--- src/rtl/multicycle_main_fsm_pkg.sv ---
// arm_ctrl_pkg: shared encodings for the multicycle ARM main controller.
//   state_t  : 4-bit controller state, codes fixed (FETCH=0 .. BRANCH=9)
//   OP_*     : instr[27:26] major opcode classes
//   ALU_SRC_A_* / ALU_SRC_B_* / RESULT_SRC_* : datapath mux selects
//   ctrl_t   : bundle of raw control outputs produced per state
// Optional feature macro: MULTICYCLE_MEM_WAIT_EN (memory wait handshake).
package arm_ctrl_pkg;

    typedef enum logic [3:0] {
        FETCH  = 4'd0,
        DECODE = 4'd1,
        MEMADR = 4'd2,
        MEMRD  = 4'd3,
        MEMWB  = 4'd4,
        MEMWR  = 4'd5,
        EXECR  = 4'd6,
        EXECI  = 4'd7,
        ALUWB  = 4'd8,
        BRANCH = 4'd9
    } state_t;

    localparam logic [1:0] OP_DP    = 2'b00;
    localparam logic [1:0] OP_MEM   = 2'b01;
    localparam logic [1:0] OP_BR    = 2'b10;
    localparam logic [1:0] OP_UNDEF = 2'b11;

    localparam logic [1:0] ALU_SRC_A_RN = 2'b00;
    localparam logic [1:0] ALU_SRC_A_PC = 2'b01;

    localparam logic [1:0] ALU_SRC_B_RM   = 2'b00;
    localparam logic [1:0] ALU_SRC_B_IMM  = 2'b01;
    localparam logic [1:0] ALU_SRC_B_FOUR = 2'b10;

    localparam logic [1:0] RESULT_SRC_ALUOUT = 2'b00;
    localparam logic [1:0] RESULT_SRC_RDATA  = 2'b01;
    localparam logic [1:0] RESULT_SRC_ALU    = 2'b10;

    typedef struct packed {
        logic       ir_write;
        logic       adr_src;
        logic [1:0] alu_src_a;
        logic [1:0] alu_src_b;
        logic [1:0] result_src;
        logic       alu_op;
        logic       next_pc;
        logic       branch;
        logic       reg_w;
        logic       mem_w;
        logic       undef;
    } ctrl_t;

endpackage

--- src/rtl/multicycle_main_fsm_if.sv ---
// multicycle_main_fsm_if: controller <-> datapath/CondLogic signal bundle.
//   op, funct, mem_ready (only with MULTICYCLE_MEM_WAIT_EN) : into controller
//   ir_write .. undef, state                                 : out of controller
// modport master = controller side, slave = datapath side.
interface multicycle_main_fsm_if;
    logic [1:0] op;
    logic [5:0] funct;
`ifdef MULTICYCLE_MEM_WAIT_EN
    logic       mem_ready;
`endif
    logic       ir_write;
    logic       adr_src;
    logic [1:0] alu_src_a;
    logic [1:0] alu_src_b;
    logic [1:0] result_src;
    logic       alu_op;
    logic       next_pc;
    logic       branch;
    logic       reg_w;
    logic       mem_w;
    logic       undef;
    logic [3:0] state;

    modport master (
        input  op, funct,
`ifdef MULTICYCLE_MEM_WAIT_EN
        input  mem_ready,
`endif
        output ir_write, adr_src, alu_src_a, alu_src_b, result_src,
        output alu_op, next_pc, branch, reg_w, mem_w, undef, state
    );

    modport slave (
        output op, funct,
`ifdef MULTICYCLE_MEM_WAIT_EN
        output mem_ready,
`endif
        input  ir_write, adr_src, alu_src_a, alu_src_b, result_src,
        input  alu_op, next_pc, branch, reg_w, mem_w, undef, state
    );
endinterface

--- src/rtl/multicycle_main_fsm_decode.sv ---
// fsm_output_decode: combinational state -> raw control outputs.
//   state     in  current controller state
//   op        in  major opcode (only for the undef pulse in DECODE)
//   mem_ready in  memory handshake (only with MULTICYCLE_MEM_WAIT_EN)
//   ctrl      out control bundle (ungated by reset)
import arm_ctrl_pkg::*;

module fsm_output_decode (
    input  state_t     state,
    input  logic [1:0] op,
`ifdef MULTICYCLE_MEM_WAIT_EN
    input  logic       mem_ready,
`endif
    output ctrl_t      ctrl
);
    logic fetch_go;

`ifdef MULTICYCLE_MEM_WAIT_EN
    // PC increment / IR load only on the cycle the fetch actually completes,
    // so a stalled fetch cannot bump the PC more than once.
    assign fetch_go = mem_ready;
`else
    assign fetch_go = 1'b1;
`endif

    always_comb begin
        ctrl = '0;
        case (state)
            FETCH: begin
                ctrl.ir_write   = fetch_go;
                ctrl.next_pc    = fetch_go;
                ctrl.alu_src_a  = ALU_SRC_A_PC;
                ctrl.alu_src_b  = ALU_SRC_B_FOUR;
                ctrl.result_src = RESULT_SRC_ALU;
            end
            DECODE: begin
                // PC+4 again gives PC+8 for R15 operand reads
                ctrl.alu_src_a  = ALU_SRC_A_PC;
                ctrl.alu_src_b  = ALU_SRC_B_FOUR;
                ctrl.result_src = RESULT_SRC_ALU;
                ctrl.undef      = (op == OP_UNDEF);
            end
            MEMADR: ctrl.alu_src_b = ALU_SRC_B_IMM;
            MEMRD:  ctrl.adr_src   = 1'b1;
            MEMWB: begin
                ctrl.result_src = RESULT_SRC_RDATA;
                ctrl.reg_w      = 1'b1;
            end
            MEMWR: begin
                ctrl.adr_src = 1'b1;
                ctrl.mem_w   = 1'b1;
            end
            EXECR:  ctrl.alu_op = 1'b1;
            EXECI: begin
                ctrl.alu_op    = 1'b1;
                ctrl.alu_src_b = ALU_SRC_B_IMM;
            end
            ALUWB:  ctrl.reg_w = 1'b1;
            BRANCH: begin
                ctrl.alu_src_b  = ALU_SRC_B_IMM;
                ctrl.result_src = RESULT_SRC_ALU;
                ctrl.branch     = 1'b1;
            end
            default: ctrl = '0;
        endcase
    end
endmodule

--- src/rtl/multicycle_main_fsm.sv ---
// multicycle_main_fsm: main Moore controller of the multicycle ARM core.
// Sequences fetch/decode/execute/writeback; raw requests go to CondLogic.
//   clk     in  rising-edge clock
//   reset_n in  asynchronous active-low reset; all outputs 0 while low
//   bus     master modport of multicycle_main_fsm_if (op/funct in,
//           datapath selects, reg_w/mem_w/next_pc/branch/undef/state out)
// Optional feature macro: MULTICYCLE_MEM_WAIT_EN -- FETCH/MEMRD/MEMWR
// hold until mem_ready=1.
import arm_ctrl_pkg::*;

module multicycle_main_fsm (
    input  logic                   clk,
    input  logic                   reset_n,
    multicycle_main_fsm_if.master  bus
);
    state_t state_q, state_d;
    ctrl_t  ctrl;
    ctrl_t  ctrl_g;
    logic   mem_go;
    logic   unused_funct;

    assign unused_funct = ^bus.funct[4:1];

`ifdef MULTICYCLE_MEM_WAIT_EN
    assign mem_go = bus.mem_ready;
`else
    assign mem_go = 1'b1;
`endif

    always_ff @(posedge clk or negedge reset_n) begin
        if (!reset_n) state_q <= FETCH;
        else          state_q <= state_d;
    end

    always_comb begin
        state_d = state_q;
        case (state_q)
            FETCH:  state_d = mem_go ? DECODE : FETCH;
            DECODE: begin
                case (bus.op)
                    OP_DP:   state_d = bus.funct[5] ? EXECI : EXECR;
                    OP_MEM:  state_d = MEMADR;
                    OP_BR:   state_d = BRANCH;
                    default: state_d = FETCH;
                endcase
            end
            MEMADR: state_d = bus.funct[0] ? MEMRD : MEMWR;
            MEMRD:  state_d = mem_go ? MEMWB : MEMRD;
            MEMWB:  state_d = FETCH;
            MEMWR:  state_d = mem_go ? FETCH : MEMWR;
            EXECR:  state_d = ALUWB;
            EXECI:  state_d = ALUWB;
            ALUWB:  state_d = FETCH;
            BRANCH: state_d = FETCH;
            default: state_d = FETCH;
        endcase
    end

    fsm_output_decode u_dec (
        .state     (state_q),
        .op        (bus.op),
`ifdef MULTICYCLE_MEM_WAIT_EN
        .mem_ready (bus.mem_ready),
`endif
        .ctrl      (ctrl)
    );

    // Gate combinationally so nothing leaks while reset is held, even before
    // the first clock edge.
    assign ctrl_g = reset_n ? ctrl : '0;

    assign bus.ir_write   = ctrl_g.ir_write;
    assign bus.adr_src    = ctrl_g.adr_src;
    assign bus.alu_src_a  = ctrl_g.alu_src_a;
    assign bus.alu_src_b  = ctrl_g.alu_src_b;
    assign bus.result_src = ctrl_g.result_src;
    assign bus.alu_op     = ctrl_g.alu_op;
    assign bus.next_pc    = ctrl_g.next_pc;
    assign bus.branch     = ctrl_g.branch;
    assign bus.reg_w      = ctrl_g.reg_w;
    assign bus.mem_w      = ctrl_g.mem_w;
    assign bus.undef      = ctrl_g.undef;
    assign bus.state      = reset_n ? state_q : 4'd0;
endmodule

--- src/flat_wrapper.sv ---
// flat-port wrapper written by rule: the top's interface ports become plain ports
module multicycle_main_fsm_flat 
  (clk, reset_n, bus_op, bus_funct, bus_ir_write, bus_adr_src, bus_alu_src_a, bus_alu_src_b, bus_result_src, bus_alu_op, bus_next_pc, bus_branch, bus_reg_w, bus_mem_w, bus_undef, bus_state);
  multicycle_main_fsm_if bus_i ();
  input  logic clk;
  input  logic reset_n;
  input wire logic [$bits(bus_i.op)-1:0] bus_op;
  input wire logic [$bits(bus_i.funct)-1:0] bus_funct;
  output wire logic [$bits(bus_i.ir_write)-1:0] bus_ir_write;
  output wire logic [$bits(bus_i.adr_src)-1:0] bus_adr_src;
  output wire logic [$bits(bus_i.alu_src_a)-1:0] bus_alu_src_a;
  output wire logic [$bits(bus_i.alu_src_b)-1:0] bus_alu_src_b;
  output wire logic [$bits(bus_i.result_src)-1:0] bus_result_src;
  output wire logic [$bits(bus_i.alu_op)-1:0] bus_alu_op;
  output wire logic [$bits(bus_i.next_pc)-1:0] bus_next_pc;
  output wire logic [$bits(bus_i.branch)-1:0] bus_branch;
  output wire logic [$bits(bus_i.reg_w)-1:0] bus_reg_w;
  output wire logic [$bits(bus_i.mem_w)-1:0] bus_mem_w;
  output wire logic [$bits(bus_i.undef)-1:0] bus_undef;
  output wire logic [$bits(bus_i.state)-1:0] bus_state;
  assign bus_i.op = bus_op;
  assign bus_i.funct = bus_funct;
  assign bus_ir_write = bus_i.ir_write;
  assign bus_adr_src = bus_i.adr_src;
  assign bus_alu_src_a = bus_i.alu_src_a;
  assign bus_alu_src_b = bus_i.alu_src_b;
  assign bus_result_src = bus_i.result_src;
  assign bus_alu_op = bus_i.alu_op;
  assign bus_next_pc = bus_i.next_pc;
  assign bus_branch = bus_i.branch;
  assign bus_reg_w = bus_i.reg_w;
  assign bus_mem_w = bus_i.mem_w;
  assign bus_undef = bus_i.undef;
  assign bus_state = bus_i.state;
  multicycle_main_fsm u_core (.clk(clk), .reset_n(reset_n), .bus(bus_i));
endmodule
--- config.mk ---
export PLATFORM = sky130hd
export DESIGN_NAME = multicycle_main_fsm_flat
export DESIGN_NICKNAME = d
export VERILOG_FILES = /design/src/rtl/multicycle_main_fsm_pkg.sv /design/src/rtl/multicycle_main_fsm_if.sv /design/src/rtl/multicycle_main_fsm_decode.sv /design/src/rtl/multicycle_main_fsm.sv /design/src/flat_wrapper.sv
export SDC_FILE = /design/constraint.sdc
export NUM_CORES = 1
export LEC_CHECK = 0
export ABC_AREA = 1
export CAP_MARGIN = 0
export CORE_AREA = 5 5 42 44
export CTS_CLUSTER_SIZE = 28
export DETAILED_ROUTE_END_ITERATION = 10
export DIE_AREA = 0 0 47 49
export PLACE_DENSITY = 0.69
export SYNTH_ARGS = -nofsm -noshare
export SYNTH_HDL_FRONTEND = slang
export SYNTH_SLANG_ARGS = --single-unit
--- constraint.sdc ---
create_clock -name clk -period 1.9 [get_ports clk]
set_input_delay 0.38 -clock clk [delete_from_list [all_inputs] [get_ports clk]]
set_output_delay 0.38 -clock clk [all_outputs]
set_load 0.05 [all_outputs]
==> key figures <==
Outcome
  – Run status: complete, no violations

Global route
  – Met2 usage: 0.1742
  – GRT Total Usage: 0.1052
  – Vias in the first global route: 438
  – M3 GR Usage: 0.03321
  – First-pass GRT wire length: 1725 microns
  – Largest net degree at the start of global routing: 10
  – Gr ovfl total: 0
  – Global route hottest layer: met2
  – Global Route met1 Usage: 0.1064
  – Initial antenna violation count: 0

Cells and area
  – Design area: 858.3 sq um
  – Top Registers: u_core.state_q x4
  – Antenna diodes: 0
  – Reg with most FFs: u_core.state_q
  – Max FFs per register: 4
  – FILL cells: 129
  – Area grow syn2layout: 124.9%
  – Ratio of cells with drive above 1 in the final layout: 0.3913
  – Nets: 104
  – Final core occ: 0.6125

Clock tree
  – Worst-Skew Late Latency: 0.23 ns
  – Htree depth: 1
  – CTS tree: done
  – Clock transition at path regs: 0.04 ns
  – Bufs on Longest Clock Path: 2
  – Clk root buf: clkbuf_4
  – TritonCTS Buffers: 3
  – CTS sink cnt: 4

Floorplanning
  – Core area: 1401 sq um
  – Starting Density: 0.2723
  – Chip Height: 49 microns
  – I/O Pins: 28
  – DIE AREA: 2303 sq um
  – Die Wd: 47 microns
  – Num rows: 14

Timing
  – Fin crit period: 1.789 ns
  – Final setup TNS: 0 ns
  – RSZ-0062 raised after global routing: false
  – Fmax: 0.5589 GHz
  – Fin. Hold Viols: 0
  – Fin. max-slew vios: 0
  – Final Setup Violations: 0
  – Period utilisation layout: 0.9417
  – Worst clock skew: 0.0003956 ns

Worst setup path
  – Reg2reg path depth: 5
  – CP Class: reg -> out
  – Worst EP required: 1.52 ns
  – Critical Path AT: 1.41 ns
  – CP endpoint kind: output port
  – Max FO, Critical Path: 6
  – Setup crit start kind: register

Synth
  – Yosys warns: 0
  – #FFs+latches synth: 4
  – Syn Inst Count: 68
  – Leading area contributor after synthesis: dfrtp_1
  – Synth unique cells: 14
  – Synthesized Nets: 78
  – Most frequent cells after synthesis: 16 x nand2_1, 15 x inv_1, 9 x nor2_1, 7 x nand3_1
  – Syn Area/Cell: 5.612 sq um
  – Top-count cell post-synth: nand2_1
  – Post-synth EDFFs: 0
  – Synthesized cell area: 381.6 sq um
  – Sequential share of the synthesized area: 0.2623
  – Main synth FF type: dfrtp_1
  – Async SR Flop Fraction: 1.000
  – Post-synth top area share: 0.2623
  – Synth top area cells: dfrtp_1 26%, nand2_1 16%, inv_1 15%

Power and ir drop
  – Clk pwr share: 0.074
  – Comb pwr share: 0.781
  – Leak pwr: 0.4391 nW
  – Sw frac: 0.5232
  – PwrDens: 1607 nW/um^2
  – Switching power: 0.7219 mW
  – Internal: 0.6578 mW
  – Max rail drop VDD: 0.0006756 V
  – Sequential fraction of design power: 0.145

Routing
  – First DRT Iteration DRCs: 4
  – Avg WL per Cell: 9.917 microns
  – Final wirelength: 1071 microns
  – Drt via density: 4.463
  – First drt pass iteration count: 4
  – DRC viols: 0
  – Via count: 482
  – Final ANT Viol Nets: 0

Placement
  – Port Buffers: 22
  – DPL Wire Length: 915.7 microns
  – RePlAce Congestion: 0.8914
  – Dpl cell area: 790.8 sq um

Min path
  – Min-delay worst type: in -> async

Flow run
  – Max-Cap Viols: 0
final timing paths:
check	from	endpoint	slack, ns
worst max-delay path	u_core.state_q[1]	bus_undef	0.11
worst min-delay path	reset_n	u_core.state_q[0]	0.15
worst max register to register	u_core.state_q[1]	u_core.state_q[3]	0.85
worst min register to register	u_core.state_q[0]	u_core.state_q[0]	0.57
max in group asynchronous	reset_n	u_core.state_q[1]	1.61
min in group clk	u_core.state_q[0]	u_core.state_q[0]	0.57
what timing repair did:
item                                    4_1_cts  5_1_grt
resized for setup                             6        6
endpoints found under the hold margin         0        0
buffers inserted                              0        1
hold buffers                                  0        0
endpoints found under the setup margin        6        8
cell families (layout without fill, tap and decap cells):
kind of cell    count (synthesis)  in the layout  synth area share
flops                           4              4            0.2623
compound gates                  7              7           0.09179
buf+inv                        20             44            0.2360
simple gates                   36             36            0.4000
other cells                     1              1          0.009827
power by group through the flow:
stage	clock network, mW	registers (mW)	logic [mW]
finish	0.102	0.200	1.08
CTS	0.107	0.201	1.04
global placement	0	0.189	1.01
floorplan	0	0.150	0.622
global route	0.118	0.207	1.14
detailed placement	0	0.190	1.02
per-layer routing:
layer / routed length (microns) / vias to the layer above
met4: 0 / 0
met2: 624 / 15
met3: 64 / 0
met5: 0 / -
li1: - / 252
met1: 382 / 215
cell usage in the layout, fill, tap and decap left out, drive strengths merged:
cell / count
nor2: 11
buf: 20
dfrtp: 4
nor3: 1
inv: 16
conb: 1
a21oi: 2
dlymetal6s2s: 1
clkdlybuf4s50: 4
o21ai: 5
clkbuf: 3
nor4: 1
nand2: 16
nand3: 7
final cells by class:
| cell class | count | area [sq um] | area share |
|---|---|---|---|
| timing repair buffer | 25 | 415.4 | 0.4840 |
| multi-input combinational | 44 | 237.7 | 0.2770 |
| sequential | 4 | 102.6 | 0.1195 |
| inverter | 16 | 60.06 | 0.06997 |
| clock buffer | 3 | 22.52 | 0.02624 |
| tap | 16 | 20.02 | 0.02332 |
worst max-delay path, stage by stage, from the launching register on:
cell     delay [ns]
dfrtp_2        0.45
inv_2          0.10
nand2_1        0.08
nor2_4         0.15
nand3_1        0.10
nor2_2         0.14
buf_12         0.15
through the flow:
| stage | power, mW | setup slack, ns | hold slack [ns] | cells |
|---|---|---|---|---|
| finish | 1.380 | 0.1108 | 0.1471 | 108 |
| global route | 1.463 | 0.007140 | 0.1550 | 108 |
| CTS | 1.344 | 0.02239 | 0.5114 | 107 |
| detailed placement | 1.211 | -0.04998 | 0.6258 | 104 |
| global placement | 1.202 | -0.04459 | 0.6079 | 104 |
| floorplan | 0.7715 | 0.01153 | 0.08441 | 68 |
Note: power is estimated with default switching activity, not from simulation.
